--- src/rtl/fetch_unit.sv ---
// MIPS instruction fetch: owns pc, fetches one word at a time over imem req/ack, holds it for decode.
// Fetch latency >= 1 cycle (ack may arrive on the first req cycle); waits in HOLD until advance.
module fetch_unit #(
    parameter logic [31:0] RESET_PC = 32'h0000_0000,
    parameter int          W_CNT    = 32
) (
    input  logic             clk,
    input  logic             rst,
    output logic             imem_req,
    output logic [31:0]      imem_addr,
    input  logic [31:0]      imem_rdata,
    input  logic             imem_ack,
    output logic [31:0]      inst,
    output logic             inst_valid,
    output logic [31:0]      pc,
    output logic [31:0]      pc_plus4,
    input  logic [1:0]       pc_src,
    input  logic [25:0]      jaddr,
    input  logic [15:0]      imm,
    input  logic             br_taken,
    input  logic [31:0]      rs_val,
    input  logic             advance,
    output logic             fault,
    output logic [W_CNT-1:0] retired
);

    localparam logic [1:0] PC_SRC_NEXT = 2'd0;
    localparam logic [1:0] PC_SRC_JUMP = 2'd1;
    localparam logic [1:0] PC_SRC_BRCH = 2'd2;
    localparam logic [1:0] PC_SRC_REGF = 2'd3;

    typedef enum logic [1:0] {
        S_RST   = 2'd0,
        S_FETCH = 2'd1,
        S_HOLD  = 2'd2,
        S_FAULT = 2'd3
    } state_t;

    state_t      state;
    state_t      state_nxt;
    logic [31:0] next_pc;
    logic [31:0] br_off;
    logic        misaligned;
    logic        take_inst;
    logic        take_adv;

    assign pc_plus4  = pc + 32'd4;
    assign imem_addr = pc;
    assign br_off    = {{14{imm[15]}}, imm, 2'b00};

    always_comb begin
        next_pc = pc_plus4;
        case (pc_src)
            PC_SRC_NEXT: next_pc = pc_plus4;
            PC_SRC_JUMP: next_pc = {pc_plus4[31:28], jaddr, 2'b00};
            PC_SRC_BRCH: next_pc = br_taken ? (pc_plus4 + br_off) : pc_plus4;
            PC_SRC_REGF: next_pc = rs_val;
            default:     next_pc = pc_plus4;
        endcase
    end

    assign misaligned = (next_pc[1:0] != 2'b00);

    always_comb begin
        state_nxt  = state;
        imem_req   = 1'b0;
        inst_valid = 1'b0;
        take_inst  = 1'b0;
        take_adv   = 1'b0;
        case (state)
            S_RST: state_nxt = S_FETCH;
            S_FETCH: begin
                imem_req = 1'b1;
                if (imem_ack) begin
                    take_inst = 1'b1;
                    state_nxt = S_HOLD;
                end
            end
            S_HOLD: begin
                inst_valid = 1'b1;
                if (advance) begin
                    take_adv  = 1'b1;
                    state_nxt = misaligned ? S_FAULT : S_FETCH;
                end
            end
            S_FAULT: state_nxt = S_FAULT;
            default: state_nxt = S_RST;
        endcase
    end

    // A misaligned target still counts as retired; pc freezes on the faulting instruction.
    always_ff @(posedge clk) begin
        if (rst) begin
            state   <= S_RST;
            pc      <= RESET_PC;
            inst    <= 32'h0;
            fault   <= 1'b0;
            retired <= '0;
        end else begin
            state <= state_nxt;
            if (take_inst) begin
                inst <= imem_rdata;
            end
            if (take_adv) begin
                retired <= retired + W_CNT'(1);
                if (misaligned) begin
                    fault <= 1'b1;
                end else begin
                    pc <= next_pc;
                end
            end
        end
    end

endmodule

--- config.mk ---
export PLATFORM = sky130hd
export DESIGN_NAME = fetch_unit
export DESIGN_NICKNAME = d
export VERILOG_FILES = /design/src/rtl/fetch_unit.sv
export SDC_FILE = /design/constraint.sdc
export NUM_CORES = 1
export LEC_CHECK = 0
export CAP_MARGIN = 20
export CORE_ASPECT_RATIO = 1.5
export CORE_UTILIZATION = 38
export CTS_BUF_LIST = sky130_fd_sc_hd__clkbuf_4
export CTS_CLUSTER_DIAMETER = 200
export DETAILED_ROUTE_END_ITERATION = 8
export GPL_TIMING_DRIVEN = 0
export PLACE_DENSITY = 0.86
export SYNTH_ARGS = -nofsm -noshare
export SYNTH_HDL_FRONTEND = slang
export SYNTH_SLANG_ARGS = --single-unit
--- constraint.sdc ---
create_clock -name clk -period 3.09 [get_ports clk]
set_clock_uncertainty 0.1 [all_clocks]
set_input_delay 0.309 -clock clk [delete_from_list [all_inputs] [get_ports clk]]
set_output_delay 0.309 -clock clk [all_outputs]
set_load 0.02 [all_outputs]
==> summary by stage, run 1 <==
Status
The flow ran to the end, but the final reports show violations. The final reports fail on setup timing.

Synth
Counting distinct cell types in the post-synthesis netlist gives 77. The number of storage elements in the synthesis netlist is 99. In the synthesized netlist the dominant register cell turns out to be sky130_fd_sc_hd__dfxtp_1.

The most common cell in the netlist is sky130_fd_sc_hd__nand2_1. Ranked by total cell area, the synthesized netlist is headed by sky130_fd_sc_hd__dfxtp_1 (28%), sky130_fd_sc_hd__nand2_1 (7.7%), sky130_fd_sc_hd__a21oi_1 (7.6%). The Yosys step of the flow raised 0 warnings.

Averaged over all synthesized cells, the footprint is 7.67 um2. The cell area after synthesis is 6990 um2. The number of synthesized flops with an enable pin is 0. Of the synthesized area, sequential elements account for 28.4%. The total nets after synthesis is 1059.

In the synthesized netlist, the cells that appear most often are sky130_fd_sc_hd__nand2_1 (144), sky130_fd_sc_hd__a21oi_1 (106), sky130_fd_sc_hd__dfxtp_1 (99). The synthesized design spends more area on one cell type than any other, namely sky130_fd_sc_hd__dfxtp_1. Synthesis produced 911 cells.

The area share of the leading cell type in the synthesized netlist is 28.4%. The share of flip-flops with an asynchronous set or reset is 0%.

Global route
The first-pass GRT wire length is 43600 um. The pin count of the biggest net entering global routing is 19. The remaining global-route overflow is 0. The via count of the first global-routing pass is 8309.

The number of antenna violations at the first check in global routing was 1. The aggregate global-route resource usage is 29.6%.

Die
The number of primary I/O pins is 276. The region available for standard cell placement spans 17900 um2. Once the floorplan was initialized, standard cells occupied 38.9% of the core. The total number of placement rows is 60. The height of the chip is 168 um.

The overall die width is 113 um. The floorplan step defined a die boundary enclosing 18900 um2.

Final layout
The synthesis-to-layout area growth is 68.5%. Counting the fill cells in the layout gives 1403. The count of nets after finishing is 1409. The post-route netlist has 23.0% of its cells at a drive strength greater than 1. Summing all multi-input logic gate instances after layout gives 5540 um2.

Once layout is done, the placed cells without fillers occupy 11800 um2. The area taken by flip-flops and latches is 2030 um2.

Clocking
The clock passes through at most 2 buffers. CTS saw 99 sinks. The clock root buffer is sky130_fd_sc_hd__clkbuf_4.

TritonCTS created 9 clock buffers. The number of hold buffers added after CTS was 0. For the worst-skew pair, the clock arrives at the later sink with an insertion delay of 0.50 ns.

TritonCTS built the clock tree. The depth of the CTS H-tree is 3. The post-CTS clock slew at the launch and capture registers of the worst setup and hold paths is 0.19 ns.

Timing
The smallest clock period supported by the final layout is computed as 3.65 ns. The setup-violating endpoint count in the final report is 21. The final critical-path share of the clock period is 118%. Timing would allow up to 274 MHz. The relative slew slack is 22.8%. The final worst slack is -0.559 ns. At the pin with the least slew margin, the transition time is 1.15 ns. Setup repair after global routing could not meet its margin everywhere. The total count of hold-check failures in the final report was 0.

The final number of max-transition violations came to 0. The setup TNS is -7.96 ns.

Pwr
The power dissipated by switching net loads is 0.983 mW. Registers are responsible for 46.5% of the overall power. In this run the power density over the cells is 243 nW/um2. VDD sags by at most 0.211 mV.

The clock share of power is 24.5%. Combinational cells account for 29.1% of the total power. Of the total power, the share spent switching nets is 34.3%. The internal power contribution is 1.88 mW.

Summed over all cells, the static leakage comes to 4.72 nW.

Min path
The worst hold path was traced through 3 stages. The type of the worst min-delay path is input pin to register. For hold timing, the worst endpoint is inst[28].

In this run the most critical hold path is launched from imem_rdata[28].

Detailed routing
The detailed-route wire length per cell is 19.8 um. Wires add up to 29400 um. Once detail routing completed, the nets flagged for antenna violations numbered 0. The number of vias per cell is 5.66. The detailed-routing iteration count for the pre-antenna-repair pass is 7.

The detailed-route DRC error count is 0. The total via count in the routed design is 8396. In this run, the number of DRC markers left after iteration 0 of detailed routing was 487.

Setup path
Data arrives at the worst endpoint at 3.95 ns. The endpoint of the worst-slack reg-to-reg timing path is imem_addr[21]. The worst flop-to-flop path startpoint is imem_addr[10].

For this run, the slowest stage of the critical path takes 0.41 ns. The worst reg2reg path depth is 16. The nature of the critical path startpoint is a register.

Data on the critical path is required at its endpoint by 3.39 ns. Walking the worst path, the cells encountered are clkinvlp_4 > buf_4 > nor3_4 > buf_6 > nand2_4 > xnor2_4 > ha_4 > a21oi_4 > o21ai_1 > a21o_1 > a211o_1 > a221oi_4 > o21ai_2 > xnor2_1 > o211ai_1 > a32o_1. Across all register-to-register paths, the minimum setup slack is -0.56 ns. The critical path in this run is classified as register to register.

Of all nets on the critical path, the largest fanout is 4. For this design, the slowest cell found on the critical path is sky130_fd_sc_hd__dfxtp_4. The sort of element at the end of the critical path is a register.

Place
After detailed placement, the total cell area comes to 10500 um2. Detailed placement finished with a half-perimeter wire length of 21100 um. The congestion estimate from routability-driven global placement came to 0.924.

In this run the tool buffered the top-level ports with 273 buffer cells.

Run
The number of max-capacitance violations reported is 0.
## layout make-up
class                           count  share of cell area [%]
Tap cell                          217                    2.31
Timing Repair Buffer              339                    27.8
Sequential cell                    99                    17.2
Antenna cell                        1                  0.0213
Clock buffer                        9                   0.574
Multi-Input combinational cell    712                    47.0
Buffer                             78                    3.77
Clock inverter                      6                   0.468
Inverter                           22                   0.733
## critical path: cells and delay by family (launching register included)
family                     cells  cell delay [ns]
AOI/OAI and AO/OA              8             1.55
and+or+nand+nor                2             0.42
buffers and inverters          3             0.41
DFF                            1             0.41
xor gates and xnor gates       2             0.40
adders and majority gates      1             0.26
## worst max-delay path by stage
stage / from / end / slack, ns
3_3_place_gp: imem_addr[2] / imem_addr[31] / -0.90
5_1_grt: imem_addr[2] / imem_addr[31] / -0.71
4_1_cts: imem_addr[2] / imem_addr[21] / -0.43
2_1_floorplan: imem_addr[4] / imem_addr[31] / -0.32
6_report: imem_addr[10] / imem_addr[21] / -0.56
3_5_place_dp: imem_addr[2] / imem_addr[31] / -0.91
## sequential cells by signal, summed over array words and instances, names as in the netlist
| signal | flops |
|---|---|
| inst | 32 |
| state | 2 |
| imem_addr | 32 |
| fault | 1 |
| retired | 32 |
## placed cells by master, fill, tap and decap left out, drive strengths merged, types with 5 or more instances in the layout
cell             n
a221oi           5
a21o            12
dfxtp           99
xor2            37
ha              34
a22oi            5
inv             25
o21ai           33
o211ai          10
mux2i           17
nand4           19
xnor2           39
nor2b           11
or3              7
mux2             5
dlygate4sd2      5
clkbuf          44
nand3           25
nand2b           7
buf            115
a211oi          16
and3            12
nor2            92
nor3            12
a21oi          107
nand2          145
clkdlybuf4s50  255
and4             7
## power by group through the flow
stage | combinational, mW | clock (mW) | sequential, mW
after floorplan | 0.342 | 0 | 1.39
after global placement | 0.718 | 0 | 1.36
after detailed placement | 0.728 | 0 | 1.37
after CTS | 0.771 | 0.711 | 1.33
after global routing | 0.880 | 0.758 | 1.34
final | 0.832 | 0.700 | 1.33
## routing by layer
metal  vias up  track usage (%)  part of all wire, %
li1       3871                -                    -
met1      3910             31.5                   36
met2       471             53.7                   50
met3       144             5.87                  7.6
met4         0             17.4                  5.9
met5         -                0                    0
## logic make-up after synthesis
group | after synthesis | synth area share (%)
flip-flops | 99 | 28.4
adder cells (fa/ha/maj) | 35 | 6.37
buffers and inverters | 100 | 7.32
AND/OR/NAND/NOR | 355 | 24.5
multiplexers | 22 | 3.24
XOR/XNOR | 76 | 9.63
AO/OA/AOI/OAI | 224 | 20.6
## stage by stage
stage | worst slack, ns | instances | total power [mW] | util [%] | hold slack, ns
after floorplan | -0.319 | 911 | 1.74 | - | 0.345
after detailed placement | -0.910 | 1401 | 2.09 | 58.6 | 0.348
final | -0.559 | 1483 | 2.86 | 65.6 | 0.235
after global placement | -0.903 | 1401 | 2.08 | 58.6 | 0.341
after global routing | -0.707 | 1483 | 2.97 | 65.6 | 0.215
after CTS | -0.432 | 1461 | 2.81 | 62.7 | 0.201
## timing repair
action	CTS	global route
pin swaps	48	41
setup endpoints to repair	38	36
setup buffers	45	22
resized for setup	89	84
No activity file was read; power rests on OpenSTA's default activity.
==> inputs of run 2 (changes only) <==
--- a/config.mk
+++ b/config.mk
@@ -13,6 +13,7 @@
 export DETAILED_ROUTE_END_ITERATION = 8
 export GPL_TIMING_DRIVEN = 0
 export PLACE_DENSITY = 0.86
+export SLEW_MARGIN = 25
 export SYNTH_ARGS = -nofsm -noshare
 export SYNTH_HDL_FRONTEND = slang
 export SYNTH_SLANG_ARGS = --single-unit
==> run 2 against run 1 <==
Compared with the run above:
- the run still ends with setup timing left
- worst setup slack improved by 0.0051 ns
- count of clock-buffer cells in the layout did not move
- critical path depth rose by 1
- core utilization fell by 0.16 points
- total power fell by 0.31%
- cell count barely moved
- die area did not move
- maximum frequency rose by 0.14%
- clock power fell by 0.6%
- via count rose by 0.33%
- global-route usage did not move
- sequential share of layout area barely moved
- largest power group unchanged
==> summary by stage, run 2 (synthesized netlist as in run 1, its figures left out) <==
Place
At the end of routability-driven placement, the weighted congestion stood at 0.924. The HPWL reported at the end of detailed placement is 21100 um. The number of placed instances, taps included, is 1401. The count of input and output buffers is 273.

Timing
Setup violations remaining at the end of the flow were counted as 20. Setup repair after global routing could not meet its margin everywhere. The final worst slack is -0.554 ns. The fmax is 274 MHz. The relative slew slack is 23.3%. The setup TNS is -7.79 ns. Subtracting the final worst setup slack from the clock period gives 3.64 ns. The pin slew with the least headroom to its limit is 1.15 ns.

The total count of hold-check failures in the final report is 0. The worst path uses 118% of the clock period. The final number of max-transition violations is 0.

Detailed routing
The total via count in the routed design is 8424. The number of nets with antenna violations after routing is 0. In the detailed route, the total length drawn on met3 is 2230 um.

The detailed-route wire length per cell is 19.9 um. In the routed layout, each cell is associated on average with a via count of 5.68. For this run, design rule violations remaining after detail routing come to 0. The routed wire length is 29400 um. Wire segments on met2 add up to 14900 um in the final route. The first routing iteration left 605 violations. The detailed-routing iteration count for the pre-antenna-repair pass is 7. The uppermost layer routed is met4. After detailed routing, the wire length on met1 is 10600 um.

Clocking
The clock root buffer is sky130_fd_sc_hd__clkbuf_4. In this run, CTS created clock tree buffers numbering 9. The number of clock sinks is 99.

After clock tree synthesis, the clock-pin slew on the worst setup and hold paths is 0.18 ns. Buffers inserted to repair hold after CTS numbered 0. For the worst-skew pair, the clock arrives at the later sink with an insertion delay of 0.50 ns. The deepest clock path buffer count is 2.

TritonCTS built the clock tree. The depth of the CTS H-tree is 3.

Die
The die covers 18900 um2. From bottom edge to top edge, the die measures 168 um. The overall die width is 113 um. Once the floorplan was initialized, standard cells occupied 38.9% of the core. Pin placement for this block handled 276 I/O pins. The total number of placement rows is 60. The core region area is 17900 um2.

Pwr
The cell area power density is 243 nW/um2. The worst vdd rail ir drop is 0.211 mV. The analysis attributes to cell leakage a power of 4.70 nW.

Status
The run finished, with violations left. The checks that failed: setup timing.

Final layout
The count of nets after finishing is 1408. The synthesis-to-layout area growth is 68.0%. Cells fill 65.4% of the core in the end. The library cells used most frequently in the layout, excluding fill and tap cells, are sky130_fd_sc_hd__clkdlybuf4s50_1 (254), sky130_fd_sc_hd__nand2_1 (136), sky130_fd_sc_hd__buf_4 (92), sky130_fd_sc_hd__a21oi_1 (88). Once layout is complete, the cells apart from fillers number 1482. The most common library cell in the layout ignoring fill and taps is sky130_fd_sc_hd__clkdlybuf4s50_1. The fraction of final layout cells with drive strength greater than 1 is 23.0%.

Global route
The first-pass GRT wire length is 43600 um. Global routing used 29.6% of the available tracks across all layers. The number of antenna violations at the first check in global routing is 1. The via count of the first global-routing pass is 8309.

The remaining global-route overflow is 0. Entering global routing, the biggest net connects 19 pins.

Setup path
The slowest cell on the critical path is sky130_fd_sc_hd__o41ai_4. The critical path's top delay family is compound AO/OA/AOI/OAI gates. The number of buffers and inverters on the critical path is 3. The worst stage delay on the critical path is 0.44 ns.

Data on the critical path is required at its endpoint by 3.35 ns. In this run the worst path has a maximum fanout of 3. The type of the setup path with the least slack is register to register. The nature of the critical path startpoint is a register. Walking the worst path, the cells encountered are clkinvlp_4 > nor4_4 > buf_6 > nand3_4 > xnor2_4 > ha_4 > a21o_1 > a21oi_2 > o22ai_2 > nor2_4 > a21oi_4 > o41ai_4 > buf_4 > xor2_1 > a21oi_1 > nor2_1 > nor3_1. The data arrival time of the critical path is 3.91 ns. The sort of element at the end of the critical path is a register.

Run
The number of max-capacitance violations reported is 0.

Min path
The type of the worst min-delay path is input pin to register.
-- run 2: cell count changes in the layout (fill, tap and decap cells not counted), sizes merged --
cell           delta
clkdlybuf4s50     -1
-- run 2: layer usage --
layer / GRT usage, % / vias up
met4: 17.4 / 0
met3: 5.87 / 135
met2: 53.7 / 489
li1: - / 3869
met5: 0 / -
met1: 31.5 / 3931
-- run 2: repair_timing --
| action | CTS | global route |
|---|---|---|
| buffers inserted | 45 | 22 |
| gates resized for setup | 89 | 83 |
| endpoints found under the setup margin | 38 | 36 |
| pin swaps | 48 | 40 |
-- run 2: path summary, 6_finish.rpt --
check | slack, ns | startpoint | cells after the start | end
min reg2reg | 0.37 | inst[24] | 2 | inst[24]
max | -0.55 | imem_addr[10] | 17 | imem_addr[22]
max reg2reg | -0.55 | imem_addr[10] | 17 | imem_addr[22]
min | 0.24 | imem_rdata[28] | 3 | inst[28]
-- run 2: per-stage QoR --
step | power [mW] | instance area (um2) | worst slack [ns] | hold WS (ns)
finish | 2.85 | 11700 | -0.554 | 0.236
global route | 2.97 | 11700 | -0.666 | 0.215
CTS | 2.81 | 11200 | -0.432 | 0.201
detailed placement | 2.09 | 10500 | -0.910 | 0.348
global placement | 2.08 | 10500 | -0.903 | 0.341
floorplan | 1.74 | 7510 | -0.319 | 0.345
-- run 2: worst reg2reg max path, cell delays in order, from the launching register on --
cell,delay [ns]
sky130_fd_sc_hd__dfxtp_4,0.41
sky130_fd_sc_hd__clkinvlp_4,0.10
sky130_fd_sc_hd__nor4_4,0.36
sky130_fd_sc_hd__buf_6,0.20
sky130_fd_sc_hd__nand3_4,0.11
sky130_fd_sc_hd__xnor2_4,0.24
sky130_fd_sc_hd__ha_4,0.24
sky130_fd_sc_hd__a21o_1,0.16
sky130_fd_sc_hd__a21oi_2,0.16
sky130_fd_sc_hd__o22ai_2,0.11
sky130_fd_sc_hd__nor2_4,0.13
sky130_fd_sc_hd__a21oi_4,0.09
sky130_fd_sc_hd__o41ai_4,0.45
sky130_fd_sc_hd__buf_4,0.20
sky130_fd_sc_hd__xor2_1,0.15
sky130_fd_sc_hd__a21oi_1,0.10
sky130_fd_sc_hd__nor2_1,0.16
sky130_fd_sc_hd__nor3_1,0.06
-- run 2: layout make-up --
type,instances,area [um2]
fillers,1405,6200
multi-input cells,712,5540
repair buffers,338,3240
flip-flops and latches,99,2030
plain buffers,78,443
well taps,217,272
inverters,22,86.3
clock buffers,9,67.6
clock inverters,6,55.1
diodes,1,2.50
-- run 2: report_power, final --
| part | switching (mW) | internal (mW) | total [mW] |
|---|---|---|---|
| registers | 0.0307 | 1.30 | 1.33 |
| logic | 0.430 | 0.397 | 0.827 |
| clock network | 0.517 | 0.179 | 0.696 |
